## config.mk

```make
export PLATFORM = sky130hd
export DESIGN_NAME = seq_divider
export DESIGN_NICKNAME = d
export VERILOG_FILES = /design/src/rtl/seq_divider.sv
export SDC_FILE = /design/constraint.sdc
export NUM_CORES = 1
export LEC_CHECK = 0
export CAP_MARGIN = 30
export CORE_MARGIN = 2
export CORE_UTILIZATION = 50
export CTS_CLUSTER_DIAMETER = 40
export DETAILED_ROUTE_END_ITERATION = 8
export GPL_TIMING_DRIVEN = 0
export PLACE_DENSITY = 0.76
export SETUP_SLACK_MARGIN = 0.5
export SLEW_MARGIN = 40
export SYNTH_ARGS = -nofsm -noshare
export SYNTH_HDL_FRONTEND = slang
export SYNTH_SLANG_ARGS = --single-unit
```

## constraint.sdc

```tcl
create_clock -name clk -period 3.7 [get_ports clk]
set_clock_uncertainty 0.2 [all_clocks]
set_input_delay 0.74 -clock clk [delete_from_list [all_inputs] [get_ports clk]]
set_output_delay 0.74 -clock clk [all_outputs]
set_load 0.05 [all_outputs]
```

## src/rtl/seq_divider.sv

```systemverilog
`default_nettype none
// =============================================================================
// Module      : seq_divider
// Description : Iterative restoring shift/subtract divider, one quotient bit
//               per cycle MSB first, with start/done handshake.
//               Define DIVIDER_SIGNED_EN for two's-complement operands.
// Revision    : 1.0 - initial release
// =============================================================================
module seq_divider #(
    parameter int WIDTH = 16,
    parameter int CNT_W = 5
) (
    input  logic             clk,
    input  logic             rst,
    input  logic             start,
    input  logic [WIDTH-1:0] dividend,
    input  logic [WIDTH-1:0] divisor,
    output logic             busy,
    output logic             done,
    output logic [WIDTH-1:0] quot,
    output logic [WIDTH-1:0] rem,
    output logic             dvz
);

    localparam logic [1:0]       c_idle    = 2'd0;
    localparam logic [1:0]       c_run     = 2'd1;
    localparam logic [1:0]       c_fin     = 2'd2;
    localparam logic [CNT_W-1:0] c_last    = CNT_W'(WIDTH - 1);
    localparam logic [CNT_W-1:0] c_cnt_one = CNT_W'(1);
    localparam logic [WIDTH-1:0] c_one     = WIDTH'(1);
    localparam logic [WIDTH-1:0] c_ones    = '1;

    logic [1:0]       r_state, w_state_nxt;
    logic [CNT_W-1:0] r_cnt, w_cnt_nxt;
    logic [WIDTH-1:0] r_r, w_r_nxt;
    logic [WIDTH-1:0] r_q, w_q_nxt;
    logic [WIDTH-1:0] r_dvs, w_dvs_nxt;
    logic             r_busy, w_busy_nxt;
    logic             r_done, w_done_nxt;
    logic [WIDTH-1:0] r_quot, w_quot_nxt;
    logic [WIDTH-1:0] r_rem, w_rem_nxt;
    logic             r_dvz, w_dvz_nxt;

    logic             w_accept;
    logic [WIDTH:0]   w_rs;
    logic [WIDTH:0]   w_d;
    logic [WIDTH-1:0] w_r_step;
    logic [WIDTH-1:0] w_q_step;
    logic [WIDTH-1:0] w_dd_mag;
    logic [WIDTH-1:0] w_dv_mag;
    logic [WIDTH-1:0] w_quot_fin;
    logic [WIDTH-1:0] w_rem_fin;

    assign w_accept = start & ~r_busy;

    // One restoring step: the borrow bit of the (WIDTH+1)-bit difference decides the quotient bit
    assign w_rs     = {r_r, r_q[WIDTH-1]};
    assign w_d      = w_rs - {1'b0, r_dvs};
    assign w_r_step = w_d[WIDTH] ? w_rs[WIDTH-1:0] : w_d[WIDTH-1:0];
    assign w_q_step = {r_q[WIDTH-2:0], ~w_d[WIDTH]};

`ifdef DIVIDER_SIGNED_EN
    logic r_qneg;
    logic r_rneg;

    assign w_dd_mag   = dividend[WIDTH-1] ? (~dividend + c_one) : dividend;
    assign w_dv_mag   = divisor[WIDTH-1]  ? (~divisor + c_one)  : divisor;
    assign w_quot_fin = r_qneg ? (~w_q_step + c_one) : w_q_step;
    assign w_rem_fin  = r_rneg ? (~w_r_step + c_one) : w_r_step;

    always_ff @(posedge clk) begin
        if (rst) begin
            r_qneg <= 1'b0;
            r_rneg <= 1'b0;
        end else if (w_accept) begin
            r_qneg <= dividend[WIDTH-1] ^ divisor[WIDTH-1];
            r_rneg <= dividend[WIDTH-1];
        end
    end
`else
    assign w_dd_mag   = dividend;
    assign w_dv_mag   = divisor;
    assign w_quot_fin = w_q_step;
    assign w_rem_fin  = w_r_step;
`endif

    always_comb begin
        w_state_nxt = r_state;
        w_cnt_nxt   = r_cnt;
        w_r_nxt     = r_r;
        w_q_nxt     = r_q;
        w_dvs_nxt   = r_dvs;
        w_busy_nxt  = r_busy;
        w_done_nxt  = 1'b0;
        w_quot_nxt  = r_quot;
        w_rem_nxt   = r_rem;
        w_dvz_nxt   = r_dvz;

        case (r_state)
            c_run: begin
                w_r_nxt   = w_r_step;
                w_q_nxt   = w_q_step;
                w_cnt_nxt = r_cnt + c_cnt_one;
                if (r_cnt == c_last) begin
                    w_state_nxt = c_fin;
                    w_busy_nxt  = 1'b0;
                    w_done_nxt  = 1'b1;
                    w_quot_nxt  = w_quot_fin;
                    w_rem_nxt   = w_rem_fin;
                    w_dvz_nxt   = 1'b0;
                end
            end
            c_fin: begin
                // Still busy here only on the divide-by-zero path; r_q holds the raw dividend
                w_state_nxt = c_idle;
                if (r_busy) begin
                    w_busy_nxt = 1'b0;
                    w_done_nxt = 1'b1;
                    w_quot_nxt = c_ones;
                    w_rem_nxt  = r_q;
                    w_dvz_nxt  = 1'b1;
                end
            end
            default: w_state_nxt = c_idle;
        endcase

        if (w_accept) begin
            w_busy_nxt = 1'b1;
            w_cnt_nxt  = '0;
            w_r_nxt    = '0;
            w_dvs_nxt  = w_dv_mag;
            if (divisor == '0) begin
                w_state_nxt = c_fin;
                w_q_nxt     = dividend;
            end else begin
                w_state_nxt = c_run;
                w_q_nxt     = w_dd_mag;
            end
        end
    end

    always_ff @(posedge clk) begin
        if (rst) begin
            r_state <= c_idle;
            r_cnt   <= '0;
            r_r     <= '0;
            r_q     <= '0;
            r_dvs   <= '0;
            r_busy  <= 1'b0;
            r_done  <= 1'b0;
            r_quot  <= '0;
            r_rem   <= '0;
            r_dvz   <= 1'b0;
        end else begin
            r_state <= w_state_nxt;
            r_cnt   <= w_cnt_nxt;
            r_r     <= w_r_nxt;
            r_q     <= w_q_nxt;
            r_dvs   <= w_dvs_nxt;
            r_busy  <= w_busy_nxt;
            r_done  <= w_done_nxt;
            r_quot  <= w_quot_nxt;
            r_rem   <= w_rem_nxt;
            r_dvz   <= w_dvz_nxt;
        end
    end

    assign busy = r_busy;
    assign done = r_done;
    assign quot = r_quot;
    assign rem  = r_rem;
    assign dvz  = r_dvz;

endmodule
`default_nettype wire

```

==> summary.txt, run 1 <==
Routing
  – First DRT Iteration DRCs: 334
  – Via count: 4510
  – Via density: 5.86
  – Routed wl met2: around 6500 microns
  – Total Wirelength: about 13000 microns
  – WL met1: 6150 microns
  – WL/cell: between 15 and 20 microns
  – Max Used Layer: met4
  – Routed Antenna Nets: 0
  – Drt drc: 0
  – Metal3 WL: approximately 670 microns
  – DR pass1 iterations: 5

Synthesis
  – Seq cells post-synth: 90
  – Syn Std Cell Area: 4690 sq um
  – Largest cells by area after synthesis: dfxtp_1, mux2i_1, a21oi_1
  – Gate Count Post-Synth: approximately 580
  – Synth Area in Adders: 0.0577
  – Async SR Flop Fraction: 0
  – Yosys warns: 0
  – Area leader, netlist: dfxtp_1
  – Simple-gate share of the synthesized area: 0.185
  – XOR/XNOR Fraction of Synth Area: 0.0275
  – Post-synthesis cell type count: 53
  – Seq/Total Area, Yosys: 0.384
  – Top_reg_cell synth: dfxtp_1
  – Avg Cell Area, Syn: 8.15 sq um
  – Mux cell area share after synthesis: 0.0806
  – Post-synth EDFFs: 0
  – Yosys top cell area share: 0.384
  – Largest family of logic cells by synthesized area: compound AO/OA/AOI/OAI gates
  – Mapped Nets: 631
  – Compound-Gate Fraction of Synth Area: 0.212

Die
  – Die Width: 101 microns
  – Core Box Area: just over 9000 sq um
  – Num ports: 70
  – Standard-cell rows: 35
  – Starting Density: 0.512
  – Full die area: approximately 10000 sq um
  – Die H: roughly 100 microns

Run
  – Max Cap Viol: 0

Cells and area
  – Layout fillers: 786
  – Ant. Diodes: 0
  – Layout area overhead: 23.1%
  – Most common cell after layout, fill and taps aside: dfxtp_1
  – Fraction of layout cells with a size suffix above 1: 0.0637
  – Multi-input combinational cell area: 2700 sq um
  – Storage cell area: 1800 sq um
  – Most frequent cells in the layout: dfxtp_1, nor2_1, clkdlybuf4s50_1
  – Nets: 711

Power and ir drop
  – P_int: 1.70 mW
  – Clk pwr share: 0.257
  – Switch Pwr: 0.928 mW
  – Combinational Power Share: 0.330
  – Worst VDD drop: 224 uV
  – Power Total: 2.63 mW
  – LEAKAGE: 2.18 nW
  – Switching part of the total: 0.352
  – Flop pwr share: 0.412
  – P per Cell Area: 456 nW/um^2

Placed design
  – GP Congestion: 0.887
  – Number of port buffers: 68
  – Worst slack, placed: 563 ps
  – Dpl hpwl: around 10000 microns

Setup path
  – Critical Path Max Stage Delay: 460 ps
  – Worst r2r src: r_q[15]
  – Crit-path cells: inv_1 -> ha_1 -> fa_1 -> nor2b_4 -> o31a_2 -> o22ai_4 -> o21ai_4 -> xor2_4 -> buf_6 -> mux2i_2 -> a21oi_1
  – Max Fanout on Critical Path: 6
  – Top delay family on crit path: adder cells
  – Setup CP Type: register to register
  – Critical Path Stages: 11
  – Worst Path Required: 3720 ps
  – Critical Path Source Type: register
  – Worst path slowest cell: fa_1
  – Buf/Inv on CP: 2
  – FF-to-FF path depth: 11
  – WP data arrival: 3110 ps
  – R2R Path End: r_r[8]
  – CP endpoint kind: register
  – FF-to-FF setup slack: 620 ps

Clock tree
  – H-tree depth: 3
  – Worst-Skew Late Latency: 360 ps
  – Worst-path clk slew: 90 ps
  – Root Buffer Master: clkbuf_8
  – Clk sinks: 90
  – CTS tree: built
  – CTS Buf Count: 9
  – Clock buffer depth: 2

Min path
  – Hold Crit Depth: 2
  – Hold Path Sink: r_dvs[11]
  – Hold path start: r_dvs[11]
  – Worst min path class: register to register

Timing
  – Fmax: 325 MHz
  – Final setup violation count: 0
  – Final Cycle Share: 0.833
  – Slew Viols, Final: 0
  – Fin. Hold Viols: 0
  – RSZ-0062 raised after global routing: no
  – Slew HR: 0.501
  – Final WS setup: 620 ps
  – Worst-margin pin slew: 740 ps
  – TNS Setup: 0 ps
  – Tmin final: between 3000 and 4000 ps

Global routing
  – Largest net degree at the start of global routing: 16
  – Aggregate global-route resource usage: 0.270
  – Via count of the first global-routing pass: 4366
  – First-pass GRT wire length: ~22000 microns
  – GRT overflow: 0
  – Initial antenna violation count: 0

Status
  – Outcome: finished, final reports clean
## how the worst max path moves through the flow
stage,startpoint,to,slack (ps)
floorplan,r_q[15],rem[11],1020
global placement,r_q[15],rem[10],610
detailed placement,r_q[15],rem[11],560
CTS,r_q[15],rem[10],550
global route,r_q[15],r_r[8],470
finish,r_q[15],r_r[8],620
## synthesized netlist by cell type, drive strengths merged, types with 5 or more instances
| library cell | n |
|---|---|
| dfxtp | 90 |
| o21ai | 32 |
| and3 | 11 |
| o21a | 6 |
| ha | 20 |
| a211oi | 26 |
| xnor2 | 7 |
| xor2 | 6 |
| nand3 | 16 |
| nor2b | 5 |
| o22ai | 11 |
| clkbuf | 23 |
| a31oi | 5 |
| a21oi | 57 |
| nand2 | 54 |
| buf | 10 |
| inv | 29 |
| nor3 | 20 |
| nor2 | 75 |
| mux2i | 34 |
## timing repair
action	CTS	global route
endpoints found under the setup margin	0	12
resized for setup	0	12
hold buffers	0	0
buffers inserted	0	0
## power by group through the flow
stage / registers [mW] / logic [mW] / clock network [mW]
after floorplan: 1.17 / 0.497 / 0
after global placement: 1.10 / 0.780 / 0
after detailed placement: 1.10 / 0.795 / 0
after CTS: 1.08 / 0.799 / 0.677
after global routing: 1.09 / 0.936 / 0.717
final: 1.08 / 0.870 / 0.677
## state kept, by name, indices dropped and copies added, names as in the netlist
signal and flops:
busy 1, done 1, dvz 1, quot 16, r_cnt 5, r_dvs 16
r_q 16, r_r 16, r_state 2, rem 16
## kinds of logic after synthesis
group           count (synthesis)
compound gates                156
mux                            37
flops                          90
buf+inv                        62
fa+ha+maj                      21
xor+xnor                       13
simple gates                  196
## final cells by class
class                   instances  share of cell area
plain buffers                  33              0.0247
clock buffers                  10              0.0221
clock inverters                 5              0.0111
inverters                      29              0.0189
multi-input cells             423               0.468
flip-flops and latches         90               0.312
well taps                     111              0.0241
repair buffers                 69               0.119
## stage by stage
step	utilization	hold WS, ps	cell area, sq um	instances
floorplan	-	236	4690	575
global placement	0.602	244	5510	754
detailed placement	0.602	249	5510	754
CTS	0.623	263	5700	769
global route	0.630	282	5770	770
finish	0.630	261	5770	770
## metal layers
| layer | GRT usage | vias up |
|---|---|---|
| li1 | - | 2189 |
| met1 | 0.372 | 2149 |
| met2 | 0.441 | 150 |
| met3 | 0.0472 | 22 |
| met4 | 0.0674 | 0 |
| met5 | 0 | - |
## worst reg2reg max path, delay by kind of cell (launching register included)
family	cells	cell delay, ps
DFF	1	350
AOI/OAI and AO/OA	4	670
muxes	1	330
and+or+nand+nor	1	140
buffers and inverters	2	300
xor gates and xnor gates	1	250
adders and majority gates	2	700
Power figures use the tool's default switching activity.
==> inputs of run 2 (changes only) <==
--- a/config.mk
+++ b/config.mk
@@ -7,11 +7,11 @@
 export LEC_CHECK = 0
 export CAP_MARGIN = 30
 export CORE_MARGIN = 2
-export CORE_UTILIZATION = 50
+export CORE_UTILIZATION = 49
 export CTS_CLUSTER_DIAMETER = 40
 export DETAILED_ROUTE_END_ITERATION = 8
 export GPL_TIMING_DRIVEN = 0
-export PLACE_DENSITY = 0.76
+export PLACE_DENSITY = 0.77
 export SETUP_SLACK_MARGIN = 0.5
 export SLEW_MARGIN = 40
 export SYNTH_ARGS = -nofsm -noshare
==> constraint.sdc (replaced) <==
create_clock -name clk -period 2.5 [get_ports clk]
set_clock_uncertainty 0.2 [all_clocks]
set_input_delay 0.5 -clock clk [delete_from_list [all_inputs] [get_ports clk]]
set_output_delay 0.5 -clock clk [all_outputs]
set_load 0.05 [all_outputs]
==> run 2 against run 1 <==
The run now ends with negative setup slack left. Global-route usage rose by 2.0 points. First-iteration DRC count rose by 32%. Wire length rose by 17%. Setup slack got worse by 940 ps. Count of clock-buffer cells in the layout did not move. Total power rose by 68%. Sequential cell count did not move.
==> summary.txt, run 2 (same netlist as run 1, synthesis figures left out) <==
Status
  – Outcome: finished with violations
  – Failing checks: negative setup slack

Global routing
  – Aggregate global-route resource usage: 0.290 (+0.0202)
  – First-pass GRT wire length: 23400 microns (+7.9%)
  – GRT overflow: 0 (unchanged)
  – Via count of the first global-routing pass: 4705 (+7.8%)
  – Largest net degree at the start of global routing: 17 (+1)
  – Initial antenna violation count: 0 (unchanged)

Timing
  – Final setup violation count: 34 (+34)
  – TNS Setup: -6780 ps (-6780 ps)
  – Slew HR: 0.580 (+0.0794)
  – Slew Viols, Final: 0 (unchanged)
  – Worst-margin pin slew: 624 ps (-116 ps)
  – Final WS setup: -316 ps (-936 ps)
  – Fin. Hold Viols: 0 (unchanged)
  – Tmin final: 2820 ps (-264 ps)
  – Final Cycle Share: 1.13 (+0.294)
  – Fmax: 355 MHz (+9.4%)
  – RSZ-0062 raised after global routing: yes

Setup path
  – FF-to-FF setup slack: -320 ps (-940 ps)
  – Setup CP Type: register to register
  – Worst r2r src: r_q[15]
  – CP endpoint kind: register
  – Worst Path Required: 2540 ps (-1180 ps)
  – Critical Path Max Stage Delay: 380 ps (-80 ps)
  – R2R Path End: rem[11]
  – Critical Path Source Type: register
  – Worst path slowest cell: fa_2
  – Max Fanout on Critical Path: 5 (-1)
  – FF-to-FF path depth: 11 (unchanged)
  – Crit-path cells: inv_4 -> ha_4 -> fa_2 -> nor2b_4 -> o31a_4 -> o22ai_4 -> o21ai_4 -> xor2_4 -> buf_8 -> mux2i_4 -> o22ai_1
  – WP data arrival: 2850 ps (-260 ps)

Cells and area
  – Nets: 738 (+3.8%)
  – Final Non-Filler Cells: 816 (+6.0%)
  – Fraction of layout cells with a size suffix above 1: 0.220 (+0.156)
  – Layout area overhead: 38.9%
  – Design area: 6510 sq um (+13%)
  – Ant. Diodes: 0 (unchanged)
  – Most common cell after layout, fill and taps aside: dfxtp_1
  – Most frequent cells in the layout: dfxtp_1, nor2_1, a21oi_1

Clock tree
  – Worst-path clk slew: 100 ps (about the same)
  – Clk sinks: 90 (unchanged)
  – Clock buffer depth: 2 (unchanged)
  – CTS tree: built
  – CTS Buf Count: 9 (unchanged)
  – Worst-Skew Late Latency: 370 ps (about the same)
  – Root Buffer Master: clkbuf_8
  – H-tree depth: 3 (unchanged)

Min path
  – Worst min path class: register to register
  – Hold path start: r_dvs[14]
  – Hold Path Sink: r_dvs[14]
  – Hold Crit Depth: 2 (unchanged)

Placed design
  – Post-DP Area: 5570 sq um (+1.1%)
  – Post-Place Cells: 772 (+2.4%)
  – GP Congestion: 0.980 (+10%)
  – Number of port buffers: 68 (unchanged)
  – Worst slack, placed: -463 ps (-1030 ps)
  – Dpl hpwl: 10300 microns (+0.38%)

Power and ir drop
  – Power Total: 4.42 mW (+68%)
  – Switching part of the total: 0.358 (+0.00516)
  – P_int: 2.84 mW (+66%)
  – LEAKAGE: 2.57 nW (+18%)
  – Worst VDD drop: 430 uV (+92%)
  – Combinational Power Share: 0.371 (+0.041)
  – P per Cell Area: 678 nW/um^2 (+49%)
  – Switch Pwr: 1.58 mW (+70%)
  – Clk pwr share: 0.262 (+0.005)
  – Flop pwr share: 0.367 (-0.045)

Routing
  – Drt drc: 0 (unchanged)
  – WL/cell: 19.2 microns (+10%)
  – Via density: 6.06 (+3.4%)
  – Total Wirelength: 15700 microns (+17%)
  – DR pass1 iterations: 6 (+1)
  – Via count: 4944 (+9.6%)
  – First DRT Iteration DRCs: 442 (+32%)
  – Routed Antenna Nets: 0 (unchanged)

Die
  – Num ports: 70 (unchanged)
  – Standard-cell rows: 35 (unchanged)
  – Core Box Area: 9240 sq um (+0.96%)
  – Die Width: 102 microns (+0.97%)
  – Die H: 102 microns (+0.97%)
  – Full die area: 10400 sq um (+2.0%)
  – Starting Density: 0.507 (-0.00485)

Run
  – Max Cap Viol: 0 (unchanged)
run 2: cell types whose count changed in the layout (fill, tap and decap cells not counted), sizes merged, moves of 2 or more:
| cell | before | now |
|---|---|---|
| clkinv | 2 | 0 |
| clkdlybuf4s15 | 0 | 5 |
| buf | 10 | 40 |
| dlygate4sd2 | 0 | 26 |
| clkdlybuf4s50 | 68 | 33 |
run 2: metrics by stage:
step                hold slack, ps   util
finish                         258  0.705
global route                   280  0.705
CTS                            257  0.676
detailed placement             245  0.602
global placement               243  0.602
floorplan                      236      -
run 2: routing by layer:
metal  share of wire  routed length [microns]  track usage
met5               0                        0            0
met2            0.48                     7600        0.488
met4           0.032                      502        0.101
met1            0.41                     6400        0.374
met3           0.076                     1190       0.0545
run 2: timing repair:
action / 4_1_cts / 5_1_grt
setup endpoints to repair: 95 / 80
pin swaps: 21 / 5
resized for setup: 107 / 82
buffers inserted: 20 / 6
hold buffers: 0 / 0
cloned: 2 / 0
run 2: worst max path at each step:
stage | startpoint | endpoint | slack, ps | cells past startpoint
after detailed placement | r_dvs[7] | rem[10] | -460 | 9
after global placement | r_dvs[2] | rem[10] | -400 | 10
after global routing | r_q[15] | rem[11] | -350 | 11
after floorplan | r_q[15] | r_r[1] | -40 | 11
final | r_q[15] | rem[11] | -320 | 11
after CTS | r_q[15] | r_r[11] | -270 | 11
run 2: final cells by class:
type	instances	area [sq um]
clock inverters	6	96.3
clock buffers	10	128
multi-input cells	423	3110
inverters	29	114
fillers	693	2730
well taps	129	161
repair buffers	96	893
plain buffers	33	199
flip-flops and latches	90	1810
run 2: power groups by stage:
stage / clock, mW / sequential [mW] / combinational [mW]
final: 1.16 / 1.62 / 1.64
after global routing: 1.20 / 1.63 / 1.73
after CTS: 1.15 / 1.61 / 1.49
after detailed placement: 0 / 1.63 / 1.20
after global placement: 0 / 1.63 / 1.17
after floorplan: 0 / 1.73 / 0.757
run 2: worst max-delay path: cells and delay by family (launching register included):
| kind | cells | cell delay [ps] |
|---|---|---|
| xor gates and xnor gates | 1 | 260 |
| muxes | 1 | 330 |
| AOI/OAI and AO/OA | 4 | 590 |
| and+or+nand+nor | 1 | 140 |
| DFF | 1 | 370 |
| buffers and inverters | 2 | 250 |
| adders and majority gates | 2 | 530 |
==> inputs of run 3 (changes only) <==
--- a/config.mk
+++ b/config.mk
@@ -7,11 +7,11 @@
 export LEC_CHECK = 0
 export CAP_MARGIN = 30
 export CORE_MARGIN = 2
-export CORE_UTILIZATION = 49
+export CORE_UTILIZATION = 36
 export CTS_CLUSTER_DIAMETER = 40
 export DETAILED_ROUTE_END_ITERATION = 8
 export GPL_TIMING_DRIVEN = 0
-export PLACE_DENSITY = 0.77
+export PLACE_DENSITY = 0.6
 export SETUP_SLACK_MARGIN = 0.5
 export SLEW_MARGIN = 40
 export SYNTH_ARGS = -nofsm -noshare
==> run 3 against run 2 <==
The run still ends with negative setup slack left. Core utilization fell by 18 points. Final cell count rose by 5.0%. Combinational power about the same. Highest routed layer unchanged.
==> summary.txt, run 3 (same netlist as run 1, synthesis figures left out) <==
Status
  – Outcome: finished with violations
  – Failing checks: negative setup slack

Timing
  – Fmax: 364 MHz (+2.5%)
  – Fin. Hold Viols: 0 (unchanged)
  – Worst-margin pin slew: 626 ps (+2.62 ps)
  – Final Cycle Share: 1.10 (-0.0270)
  – Final setup violation count: 34 (unchanged)
  – Slew Viols, Final: 0 (unchanged)
  – Final WS setup: -248 ps (+67.5 ps)
  – Tmin final: 2750 ps (-67.5 ps)
  – RSZ-0062 raised after global routing: yes
  – Slew HR: 0.583 (+0.00264)

Clock tree
  – Worst-path clk slew: 70 ps (-30 ps)
  – CTS Buf Count: 9 (unchanged)
  – Hold buffers post-CTS: 0 (unchanged)
  – CTS tree: built
  – Worst-Skew Late Latency: 350 ps (-20 ps)
  – Root Buffer Master: clkbuf_16
  – Clock buffer depth: 2 (unchanged)
  – Clk sinks: 90 (unchanged)
  – H-tree depth: 3 (unchanged)

Cells and area
  – Ant. Diodes: 0 (unchanged)
  – Most frequent cells in the layout: dfxtp_1, nor2_1, nand2_1
  – Most common cell after layout, fill and taps aside: dfxtp_1
  – Final core occ: 0.523 (-0.182)
  – Layout area overhead: 41.3%
  – Fraction of layout cells with a size suffix above 1: 0.196 (-0.0242)
  – Nets: 736 (-0.27%)

Placed design
  – Dpl hpwl: 10900 microns (+5.8%)
  – Number of port buffers: 68 (unchanged)
  – GP Congestion: 0.927 (-5.5%)
  – Worst slack, placed: -507 ps (-44.7 ps)

Die
  – Die Width: 118 microns (+16%)
  – Starting Density: 0.370 (-0.137)
  – Core Box Area: 12700 sq um (+37%)
  – Standard-cell rows: 41 (+17%)
  – Num ports: 70 (unchanged)
  – Full die area: 13900 sq um (+35%)
  – Die H: 118 microns (+16%)

Min path
  – Hold Crit Depth: 2 (unchanged)
  – Hold path start: r_dvs[5]
  – Worst min path class: register to register
  – Hold Path Sink: r_dvs[5]

Routing
  – Drt drc: 0 (unchanged)
  – WL/cell: 17.2 microns (-10%)
  – Total Wirelength: 14800 microns (-5.9%)
  – Routed Antenna Nets: 0 (unchanged)
  – DR pass1 iterations: 5 (-1)
  – Via density: 5.40 (-11%)
  – First DRT Iteration DRCs: 297 (-33%)
  – Via count: 4630 (-6.4%)

Setup path
  – R2R Path End: r_r[11]
  – FF-to-FF setup slack: -250 ps (+70 ps)
  – Critical Path Source Type: register
  – CP endpoint kind: register
  – Max Fanout on Critical Path: 5 (unchanged)
  – Setup CP Type: register to register
  – Worst Path Required: 2510 ps (-30 ps)
  – WP data arrival: 2760 ps (-90 ps)
  – Critical Path Start: r_q[15]
  – FF-to-FF path depth: 12 (+1)
  – Worst r2r src: r_q[15]

Global routing
  – Initial antenna violation count: 0 (unchanged)
  – First-pass GRT wire length: 23000 microns (-1.7%)
  – GRT overflow: 0 (unchanged)
  – Aggregate global-route resource usage: 0.206 (-0.0841)
  – Via count of the first global-routing pass: 4476 (-4.9%)
  – Largest net degree at the start of global routing: 17 (unchanged)

Power and ir drop
  – P per Cell Area: 725 nW/um^2 (+6.9%)
  – LEAKAGE: 2.64 nW (+3.0%)
  – Worst VDD drop: 297 uV (-31%)

Run
  – Max Cap Viol: 0 (unchanged)
run 3: power by group:
| group | switching, mW | internal, mW |
|---|---|---|
| Clock | 0.601 | 0.917 |
| Sequential | 0.0912 | 1.53 |
| Combinational | 0.886 | 0.780 |
| Total | 1.58 | 3.22 |
run 3: layout make-up:
cell class,instances,area (sq um)
clock buffers,10,239
well taps,172,215
inverters,29,114
plain buffers,33,211
repair buffers,94,886
flip-flops and latches,90,1810
fillers,1174,6050
multi-input cells,423,3050
clock inverters,6,97.6
run 3: layer usage:
| layer | up-vias | track usage | share of wire |
|---|---|---|---|
| met5 | - | 0 | 0 |
| met4 | 0 | 0.0730 | 0.027 |
| met3 | 32 | 0.0354 | 0.047 |
| met2 | 119 | 0.335 | 0.47 |
| met1 | 2240 | 0.275 | 0.46 |
| li1 | 2239 | - | - |
run 3: repair_timing:
item | 4_1_cts | 5_1_grt
buffers inserted | 6 | 17
pin swaps | 7 | 16
resized for setup | 78 | 82
endpoints found under the setup margin | 97 | 81
gates cloned | 1 | 2
run 3: critical path, cell delays in order (launching register included):
cell and delay [ps]:
dfxtp_4 370, inv_4 50, ha_4 150, fa_2 370, nor2b_4 130, o31a_4 150
o22ai_4 90, o21ai_4 220, xor2_4 180, buf_12 140, buf_12 140, mux2i_4 290
a211oi_2 100
run 3: how the worst max path moves through the flow:
stage,to,cells past startpoint
after floorplan,r_r[1],11
after CTS,r_r[11],11
after global placement,rem[10],10
after global routing,r_r[11],12
final,r_r[11],12
after detailed placement,rem[10],10
run 3: per-stage QoR:
stage	instances	TNS [ps]	area (sq um)	hold WS, ps	total power [mW]
3_3_place_gp	815	-11180	5620	249	2.83
5_1_grt	857	-8090	6620	275	5.00
3_5_place_dp	815	-12220	5620	253	2.85
6_report	857	-5550	6620	259	4.80
4_1_cts	838	-7970	6160	261	4.54
2_1_floorplan	575	-190	4720	236	2.49
